$ cat src/rtl/timer_tick_ctrl_pkg.sv
// Shared definitions for the digit-countdown run controller: state encodings
// and the reconfig decode used by the output register.
package timer_tick_ctrl_pkg;

    localparam int TIMER_ST_W = 3;

    typedef enum logic [TIMER_ST_W-1:0] {
        ST_IDLE    = 3'd0,
        ST_LOAD    = 3'd1,
        ST_RUN     = 3'd2,
        ST_PAUSE   = 3'd3,
        ST_EXPIRED = 3'd4
    } timer_st_e;

    // Digits follow the scaling input only while idle or reloading.
    function automatic logic st_drives_reconfig(input timer_st_e st);
        logic res;
        case (st)
            ST_IDLE, ST_LOAD: res = 1'b1;
            default:          res = 1'b0;
        endcase
        return res;
    endfunction

endpackage

$ cat src/rtl/tick_prescaler.sv
// Clock divider producing a registered one-cycle tick the cycle after the
// counter reaches DIV-1; clr has priority over en and kills a pending tick.
module tick_prescaler #(
    parameter int DIV = 10
) (
    input  logic clk,
    input  logic rst,
    input  logic en,
    input  logic clr,
    output logic tick
);

    localparam int CW = (DIV > 1) ? $clog2(DIV) : 1;
    localparam logic [CW-1:0] LAST_C = CW'(DIV - 1);

    logic [CW-1:0] cnt_r;
    logic          tick_r;
    logic          wrap_s;

    // Terminal count detect at full counter width.
    always_comb begin
        wrap_s = (cnt_r == LAST_C);
    end

    // Counter and tick register; a disabled counter simply holds its value.
    always_ff @(posedge clk) begin
        if (!rst) begin
            cnt_r  <= {CW{1'b0}};
            tick_r <= 1'b0;
        end else if (clr) begin
            cnt_r  <= {CW{1'b0}};
            tick_r <= 1'b0;
        end else if (en) begin
            if (wrap_s) begin
                cnt_r  <= {CW{1'b0}};
                tick_r <= 1'b1;
            end else begin
                cnt_r  <= cnt_r + {{(CW-1){1'b0}}, 1'b1};
                tick_r <= 1'b0;
            end
        end else begin
            tick_r <= 1'b0;
        end
    end

    assign tick = tick_r;

endmodule

$ cat src/rtl/timer_tick_ctrl.sv
// Run controller for the cascaded digit countdown: sequences load/run/pause/
// expire, drives digit reconfig and the 1 s borrow tick, and flags timeout.
module timer_tick_ctrl #(
    parameter int CLK_HZ      = 50_000_000,
    parameter int TICK_HZ     = 1,
    parameter int LOAD_CYCLES = 2
) (
    input  logic       clk,
    input  logic       rst,
    input  logic       start,
    input  logic       pause,
    input  logic       abort,
    input  logic       expired_in,
    output logic       reconfig,
    output logic       tick,
    output logic       running,
    output logic       timeout,
    output logic [2:0] state_dbg
);

    import timer_tick_ctrl_pkg::*;

    localparam int DIV = CLK_HZ / TICK_HZ;
    localparam int LW  = (LOAD_CYCLES > 1) ? $clog2(LOAD_CYCLES) : 1;
    localparam logic [LW-1:0] LOAD_LAST = LW'(LOAD_CYCLES - 1);

    timer_st_e         state_r;
    timer_st_e         next_state_s;
    logic [LW-1:0]     load_cnt_r;
    logic              load_done_s;
    logic              presc_en_s;
    logic              presc_clr_s;
    logic              presc_tick_s;
    logic              reconfig_r;
    logic              running_r;
    logic              timeout_r;

    // Next-state decode; abort overrides everything, expired_in is ignored in LOAD.
    always_comb begin
        next_state_s = state_r;
        load_done_s  = (load_cnt_r == LOAD_LAST);
        if (abort) begin
            next_state_s = ST_IDLE;
        end else begin
            case (state_r)
                ST_IDLE: begin
                    if (start) next_state_s = ST_LOAD;
                    else       next_state_s = ST_IDLE;
                end
                ST_LOAD: begin
                    if (!load_done_s) next_state_s = ST_LOAD;
                    else if (pause)   next_state_s = ST_PAUSE;
                    else              next_state_s = ST_RUN;
                end
                ST_RUN, ST_PAUSE: begin
                    if (expired_in) next_state_s = ST_EXPIRED;
                    else if (pause) next_state_s = ST_PAUSE;
                    else            next_state_s = ST_RUN;
                end
                ST_EXPIRED: begin
                    if (start) next_state_s = ST_LOAD;
                    else       next_state_s = ST_EXPIRED;
                end
                default: next_state_s = ST_IDLE;
            endcase
        end
    end

    // Prescaler only advances on cycles that stay in RUN, so pause/expire/abort
    // on the wrap cycle suppress the tick and a pause freezes the partial second.
    always_comb begin
        presc_en_s  = (state_r == ST_RUN) && (next_state_s == ST_RUN);
        presc_clr_s = abort || (state_r == ST_IDLE) || (state_r == ST_LOAD);
    end

    tick_prescaler #(
        .DIV (DIV)
    ) u_prescaler (
        .clk  (clk),
        .rst  (rst),
        .en   (presc_en_s),
        .clr  (presc_clr_s),
        .tick (presc_tick_s)
    );

    // LOAD dwell counter, zero whenever the next cycle is not a continued LOAD.
    always_ff @(posedge clk) begin
        if (!rst) begin
            load_cnt_r <= {LW{1'b0}};
        end else if ((state_r == ST_LOAD) && (next_state_s == ST_LOAD)) begin
            load_cnt_r <= load_cnt_r + {{(LW-1){1'b0}}, 1'b1};
        end else begin
            load_cnt_r <= {LW{1'b0}};
        end
    end

    // State register and registered outputs decoded from the next state.
    always_ff @(posedge clk) begin
        if (!rst) begin
            state_r    <= ST_IDLE;
            reconfig_r <= 1'b1;
            running_r  <= 1'b0;
            timeout_r  <= 1'b0;
        end else begin
            state_r    <= next_state_s;
            reconfig_r <= st_drives_reconfig(next_state_s);
            running_r  <= (next_state_s == ST_RUN);
            timeout_r  <= (next_state_s == ST_EXPIRED) && (state_r != ST_EXPIRED);
        end
    end

    assign reconfig  = reconfig_r;
    assign tick      = presc_tick_s;
    assign running   = running_r;
    assign timeout   = timeout_r;
    assign state_dbg = state_r;

endmodule

$ cat config.mk
export PLATFORM = sky130hd
export DESIGN_NAME = timer_tick_ctrl
export DESIGN_NICKNAME = d
export VERILOG_FILES = /design/src/rtl/timer_tick_ctrl_pkg.sv /design/src/rtl/tick_prescaler.sv /design/src/rtl/timer_tick_ctrl.sv
export SDC_FILE = /design/constraint.sdc
export NUM_CORES = 1
export LEC_CHECK = 0
export CORE_UTILIZATION = 45
export DETAILED_ROUTE_END_ITERATION = 10
export PLACE_DENSITY_LB_ADDON = 0.05
export RECOVER_POWER = 25
export SLEW_MARGIN = 15
export SYNTH_ARGS = -nofsm -noshare
export SYNTH_HDL_FRONTEND = slang
export SYNTH_HIERARCHICAL = 1
export SYNTH_SLANG_ARGS = --single-unit
$ cat constraint.sdc
create_clock -name clk -period 2.93 [get_ports clk]
set_input_delay 0.4395 -clock clk [delete_from_list [all_inputs] [get_ports clk]]
set_output_delay 0.4395 -clock clk [all_outputs]
set_load 0.02 [all_outputs]
==> flow_summary.yaml, run 1 <==
layout:
  drive_above_1_share_pct: 7.692
  mostFrequentLayoutCells: "34 x dfxtp_1, 16 x nor2_1, 14 x a21oi_1"
  regArea_um2: 680.7
  diodes: 0
  nFillCells: 330
  finalNonFillerCells: 241
  multi_input_area_um2: 879.6
  final_common_cell: "dfxtp_1"
  area_growth_pct: 11.72
  fin_nets: 203
die:
  die_h_um: 62.24
  core_area_um2: 3416
  start_util_pct: 47.80
  boundaryPins: 13
  die_x_um: 62.24
  dieArea_um2: 3873
  rows: 21
sta:
  fin_crit_ns: 2.593
  worstMarginPinSlew_ns: 0.4427
  slew_viol_final: 0
  rsz0062_at_grt: "no"
  slew_headroom_pct: 70.22
  clock.fmax_mhz: 385.6
  timing.final.crit_share_pct: 88.50
  hold_viol_final: 0
  tns_ns: 0
  fin_ws_ns: 0.3369
  finalSetupViolCount: 0
  skew_ns: 0.008395
  whs_ns: 0.4883
critical_path:
  worstPathCellList: "clkdlybuf4s50_1 > nor3_1 > nor4bb_1 > nand3_1 > or2_1 > o311ai_2 > buf_4 > nor2_1"
  cpPeakStageDelay_ns: 0.45
  path_buf_inv: 2
  cp.arrival_ns: 2.82
  critPathMaxFanout: 11
  critPathKind: "in -> reg"
  startpoint_type: "input pin"
  worst_setup_path_end_kind: "register"
  crit_required_ns: 3.15
  crit_path_top_delay_cell: "o311ai_2"
  path_delay_family: "simple AND/OR/NAND/NOR gates"
yosys:
  ys_ff_latch: 34
  async_reset_ff_share_pct: 0
  synth-xor-area-share_pct: 6.437
  syn_area_per_cell_um2: 9.071
  synth_compound_area_share_pct: 13.79
  synth_cell_types: 44
  synth_largest_area_cell: "dfxtp_1"
  netlist_area_um2: 1633
  synthSimpleGateAreaFrac_pct: 33.10
  syn_nets: 188
  synth_fa_ha_area_share_pct: 1.533
  synth_ff_type: "dfxtp_1"
  synthCells: 180
  synth_warnings: 6
  synthMuxAreaShare_pct: 0.6130
  synth.area.top_cells: "dfxtp_1 42%, a21oi_1 4.3%, xor2_1 4.3%"
  yosysTopAreaCellShare_pct: 41.69
  synth_edf_count: 0
  synth_top_family_by_area: "simple AND/OR/NAND/NOR gates"
  ys_seq_area_share_pct: 41.69
route:
  drc: 0
  dr.pass1.iters: 4
  wl_per_cell_um: 13.83
  vias: 1388
  wl_um: 3332
  ant_nets: 0
  drt_iter0_drc: 82
  routed_via_density: 5.759
global_routing:
  first_global_vias: 1231
  grt.busiest_layer: "met2"
  use_met2_pct: 27.34
  use_met1_pct: 25.03
  track_usage_pct: 18.44
  overflow: 0
  antenna_found_initial: 0
  grt_pass1_wl_um: 5637
  use_met3_pct: 5.515
  grt_max_degree: 13
place:
  gp_congestion: 0.7976
  dp_cells: 234
  pre_cts_ws_ns: -0.01936
  port_buffers: 12
  place_hpwl_um: 2440
clock_tree:
  cts_made_buffers: 5
  insertion_delay_ns: 0.33
  cts_tree: "built"
  clockBufferDepth: 2
  post-cts-setup-buffers: 0
  cts.sinks: 34
  clkSlewWorstSetupHoldPaths_ns: 0.09
  cts.htree.levels: 2
  clock-root-buffer: "clkbuf_4"
  ctsResizeCount: 0
  ctsHoldBuffers: 0
power:
  peakVddDrop_uv: 195.4
  p_per_area_nw_per_um2: 393.6
  power_mw: 0.7181
  leakage_nw: 0.5456
min_path:
  hold_path_class: "reg -> reg"
flow_run:
  drv_cap: 0
outcome:
  status: "complete, no violations"
## state kept, by name, indices dropped and copies added (netlist names)
signal,cells
load_cnt_r,1
reconfig,1
running,1
state_dbg,3
timeout,1
u_prescaler/cnt_r,26
u_prescaler/tick,1
## metrics by stage
stage / area, um2 / utilization (%)
6_report: 1824 / 53.41
5_1_grt: 1824 / 53.41
4_1_cts: 1851 / 54.18
3_5_place_dp: 1805 / 52.86
3_3_place_gp: 1805 / 52.86
2_1_floorplan: 1633 / -
## synth_stat cells (2+ instances only)
master / number
dfxtp_1: 34
nor2_1: 16
a21oi_1: 14
nand3_1: 12
nand2_1: 10
xor2_1: 8
o31ai_1: 7
or4_1: 7
or3_1: 6
nor4_1: 5
o21ai_0: 5
clkbuf_1: 4
nand4_1: 4
xnor2_1: 4
buf_2: 3
inv_1: 3
nand2b_1: 3
nand3b_1: 3
and2_1: 2
and3_1: 2
ha_1: 2
nor3_1: 2
nor3b_1: 2
or4b_1: 2
## kinds of logic (layout without fill, tap and decap cells)
group / Yosys count / in the layout
compound gates: 33 / 33
xor+xnor: 12 / 12
fa+ha+maj: 2 / 2
buf+inv: 11 / 26
flops: 34 / 34
mux: 1 / 1
simple gates: 87 / 87
## metal layers
| metal | vias to the layer above | routed length (um) |
|---|---|---|
| met2 | 30 | 1515 |
| met5 | - | 0 |
| met3 | 2 | 170 |
| met1 | 659 | 1618 |
| li1 | 697 | - |
| met4 | 0 | 27 |
## final timing paths
| kind | startpoint | end | slack (ns) | depth (start not counted) |
|---|---|---|---|---|
| max reg2reg | state_dbg[2] | u_prescaler/cnt_r[5] | 0.47 | 7 |
| min reg2reg | load_cnt_r | load_cnt_r | 0.49 | 1 |
| min | load_cnt_r | load_cnt_r | 0.49 | 1 |
| max | abort | u_prescaler/cnt_r[5] | 0.34 | 8 |
## power by group
part	total, mW	switching, mW	internal (mW)
Combinational	0.0177	0.00690	0.0108
Clock	0.236	0.146	0.0905
Sequential	0.464	0.00126	0.463
Total	0.718	0.154	0.564
## final cells by class
| cell class | instances | share of cell area [%] |
|---|---|---|
| clock buffer | 7 | 2.469 |
| inverter | 3 | 0.6173 |
| multi-input combinational | 135 | 48.22 |
| sequential | 34 | 37.31 |
| tap | 46 | 3.155 |
| timing repair buffer | 16 | 8.230 |
Power figures use the tool's default switching activity.
==> run 2, diff against run 1 <==
--- a/config.mk
+++ b/config.mk
@@ -5,7 +5,7 @@
 export SDC_FILE = /design/constraint.sdc
 export NUM_CORES = 1
 export LEC_CHECK = 0
-export CORE_UTILIZATION = 45
+export CORE_UTILIZATION = 40
 export DETAILED_ROUTE_END_ITERATION = 10
 export PLACE_DENSITY_LB_ADDON = 0.05
 export RECOVER_POWER = 25
==> flow_summary.yaml, run 2 (synthesized netlist as in run 1, its figures left out) <==
clock_tree:
  ctsHoldBuffers: 0
  clkSlewWorstSetupHoldPaths_ns: 0.07
  clockBufferDepth: 2
  cts_made_buffers: 5
  post-cts-setup-buffers: 0
  ctsResizeCount: 0
  clock-root-buffer: "clkbuf_8"
  cts.htree.levels: 2
  insertion_delay_ns: 0.28
  cts_tree: "built"
  cts.sinks: 34
global_routing:
  overflow: 0
  grt_max_degree: 12
  first_global_vias: 1304
  track_usage_pct: 18.32
  antenna_found_initial: 0
  grt_pass1_wl_um: 5982
sta:
  worstMarginPinSlew_ns: 0.4778
  hold_viol_final: 0
  fin_ws_ns: 0.2469
  rsz0062_at_grt: "no"
  tns_ns: 0
  clock.fmax_mhz: 372.7
  skew_ns: 0.006032
  slew_viol_final: 0
  timing.final.crit_share_pct: 91.57
  finalSetupViolCount: 0
  fin_crit_ns: 2.683
  slew_headroom_pct: 67.71
power:
  leakage_nw: 0.5730
  p_per_area_nw_per_um2: 425.5
  power_mw: 0.8007
  peakVddDrop_uv: 208.9
critical_path:
  crit_path_top_delay_cell: "clkdlybuf4s50_1"
  rrSetupSlack_ns: 0.44
  worstPathCellList: "clkdlybuf4s50_1 > nor4bb_1 > nor4bb_1 > nand3_1 > or2_1 > o311ai_2 > buf_4 > a21oi_1"
  cpPeakStageDelay_ns: 0.53
  critPathMaxFanout: 10
  cp_common_cell: "nor4bb_1"
  critPathKind: "in -> reg"
  worst_setup_path_end_kind: "register"
  crit_required_ns: 3.10
  startpoint_type: "input pin"
  cp.arrival_ns: 2.85
place:
  pre_cts_ws_ns: -0.01981
  place_hpwl_um: 2557
  dpl-instance-area_um2: 1823
  dp_cells: 238
  port_buffers: 12
  gp_congestion: 0.7901
route:
  routed_via_density: 5.620
  ant_nets: 0
  wl_per_cell_um: 14.16
  wl_um: 3470
  vias: 1377
  drc: 0
  dr.pass1.iters: 4
  drt_iter0_drc: 78
die:
  die_x_um: 65.89
  die_h_um: 65.89
  start_util_pct: 42.98
  boundaryPins: 13
  rows: 22
  core_area_um2: 3799
  dieArea_um2: 4341
layout:
  multi_input_area_um2: 885.9
  drive_above_1_share_pct: 10.15
  fin_nets: 205
  finalNonFillerCells: 245
  mostFrequentLayoutCells: "34 x dfxtp_1, 16 x nor2_1, 14 x a21oi_1"
  largest_register_ff_count: 26
  area_growth_pct: 15.25
  finalInstanceArea_um2: 1882
  final_common_cell: "dfxtp_1"
  regArea_um2: 680.7
  nFillCells: 366
  diodes: 0
  max_flop_register: "u_prescaler/cnt_r"
flow_run:
  drv_cap: 0
min_path:
  hold_path_class: "reg -> reg"
outcome:
  status: "complete, no violations"
run 2: cell count changes in the layout (fill, tap and decap cells not counted):
cell,delta
clkbuf_8,+5
clkbuf_4,-5
clkdlybuf4s50_1,-1
clkbuf_1,-2
a221oi_2,+1
dlygate4sd3_1,+1
buf_4,+2
a221oi_1,-1
clkinv_2,+2
run 2: where the power goes:
part / switching [mW] / internal [mW] / leakage, nW
Combinational: 0.00731 / 0.0110 / 0.255
Clock: 0.159 / 0.159 / 0.0438
Sequential: 0.00154 / 0.463 / 0.274
run 2: per-stage QoR:
| stage | hold WS (ns) | utilization [%] |
|---|---|---|
| floorplan | 0.4439 | - |
| CTS | 0.5010 | 50.07 |
| detailed placement | 0.4890 | 47.99 |
| global route | 0.5152 | 49.54 |
| finish | 0.5016 | 49.54 |
| global placement | 0.4746 | 47.99 |
run 2: critical path: cells and delay by family:
family | cells | cell delay (ns)
and+or+nand+nor | 4 | 1.08
AOI/OAI and AO/OA | 2 | 0.53
buffers and inverters | 2 | 0.78
run 2: path summary, 6_finish.rpt:
path,from,endpoint,cells past startpoint
max reg2reg,state_dbg[2],u_prescaler/cnt_r[13],7
max,expired_in,u_prescaler/cnt_r[13],8
min,u_prescaler/cnt_r[19],u_prescaler/cnt_r[19],2
min reg2reg,u_prescaler/cnt_r[19],u_prescaler/cnt_r[19],2
run 2: cell type report:
cell class | count | share of cell area, %
multi-input cells | 135 | 47.07
flip-flops and latches | 34 | 36.17
repair buffers | 18 | 8.777
clock buffers | 5 | 3.657
well taps | 48 | 3.191
inverters | 3 | 0.5984
clock inverters | 2 | 0.5319
run 2: per-layer routing:
layer	track usage [%]	vias to the layer above	share of wire [%]
met2	28.19	25	45
li1	-	701	-
met5	0	-	0
met4	7.609	0	1.4
met3	5.172	5	3.5
met1	23.76	646	50
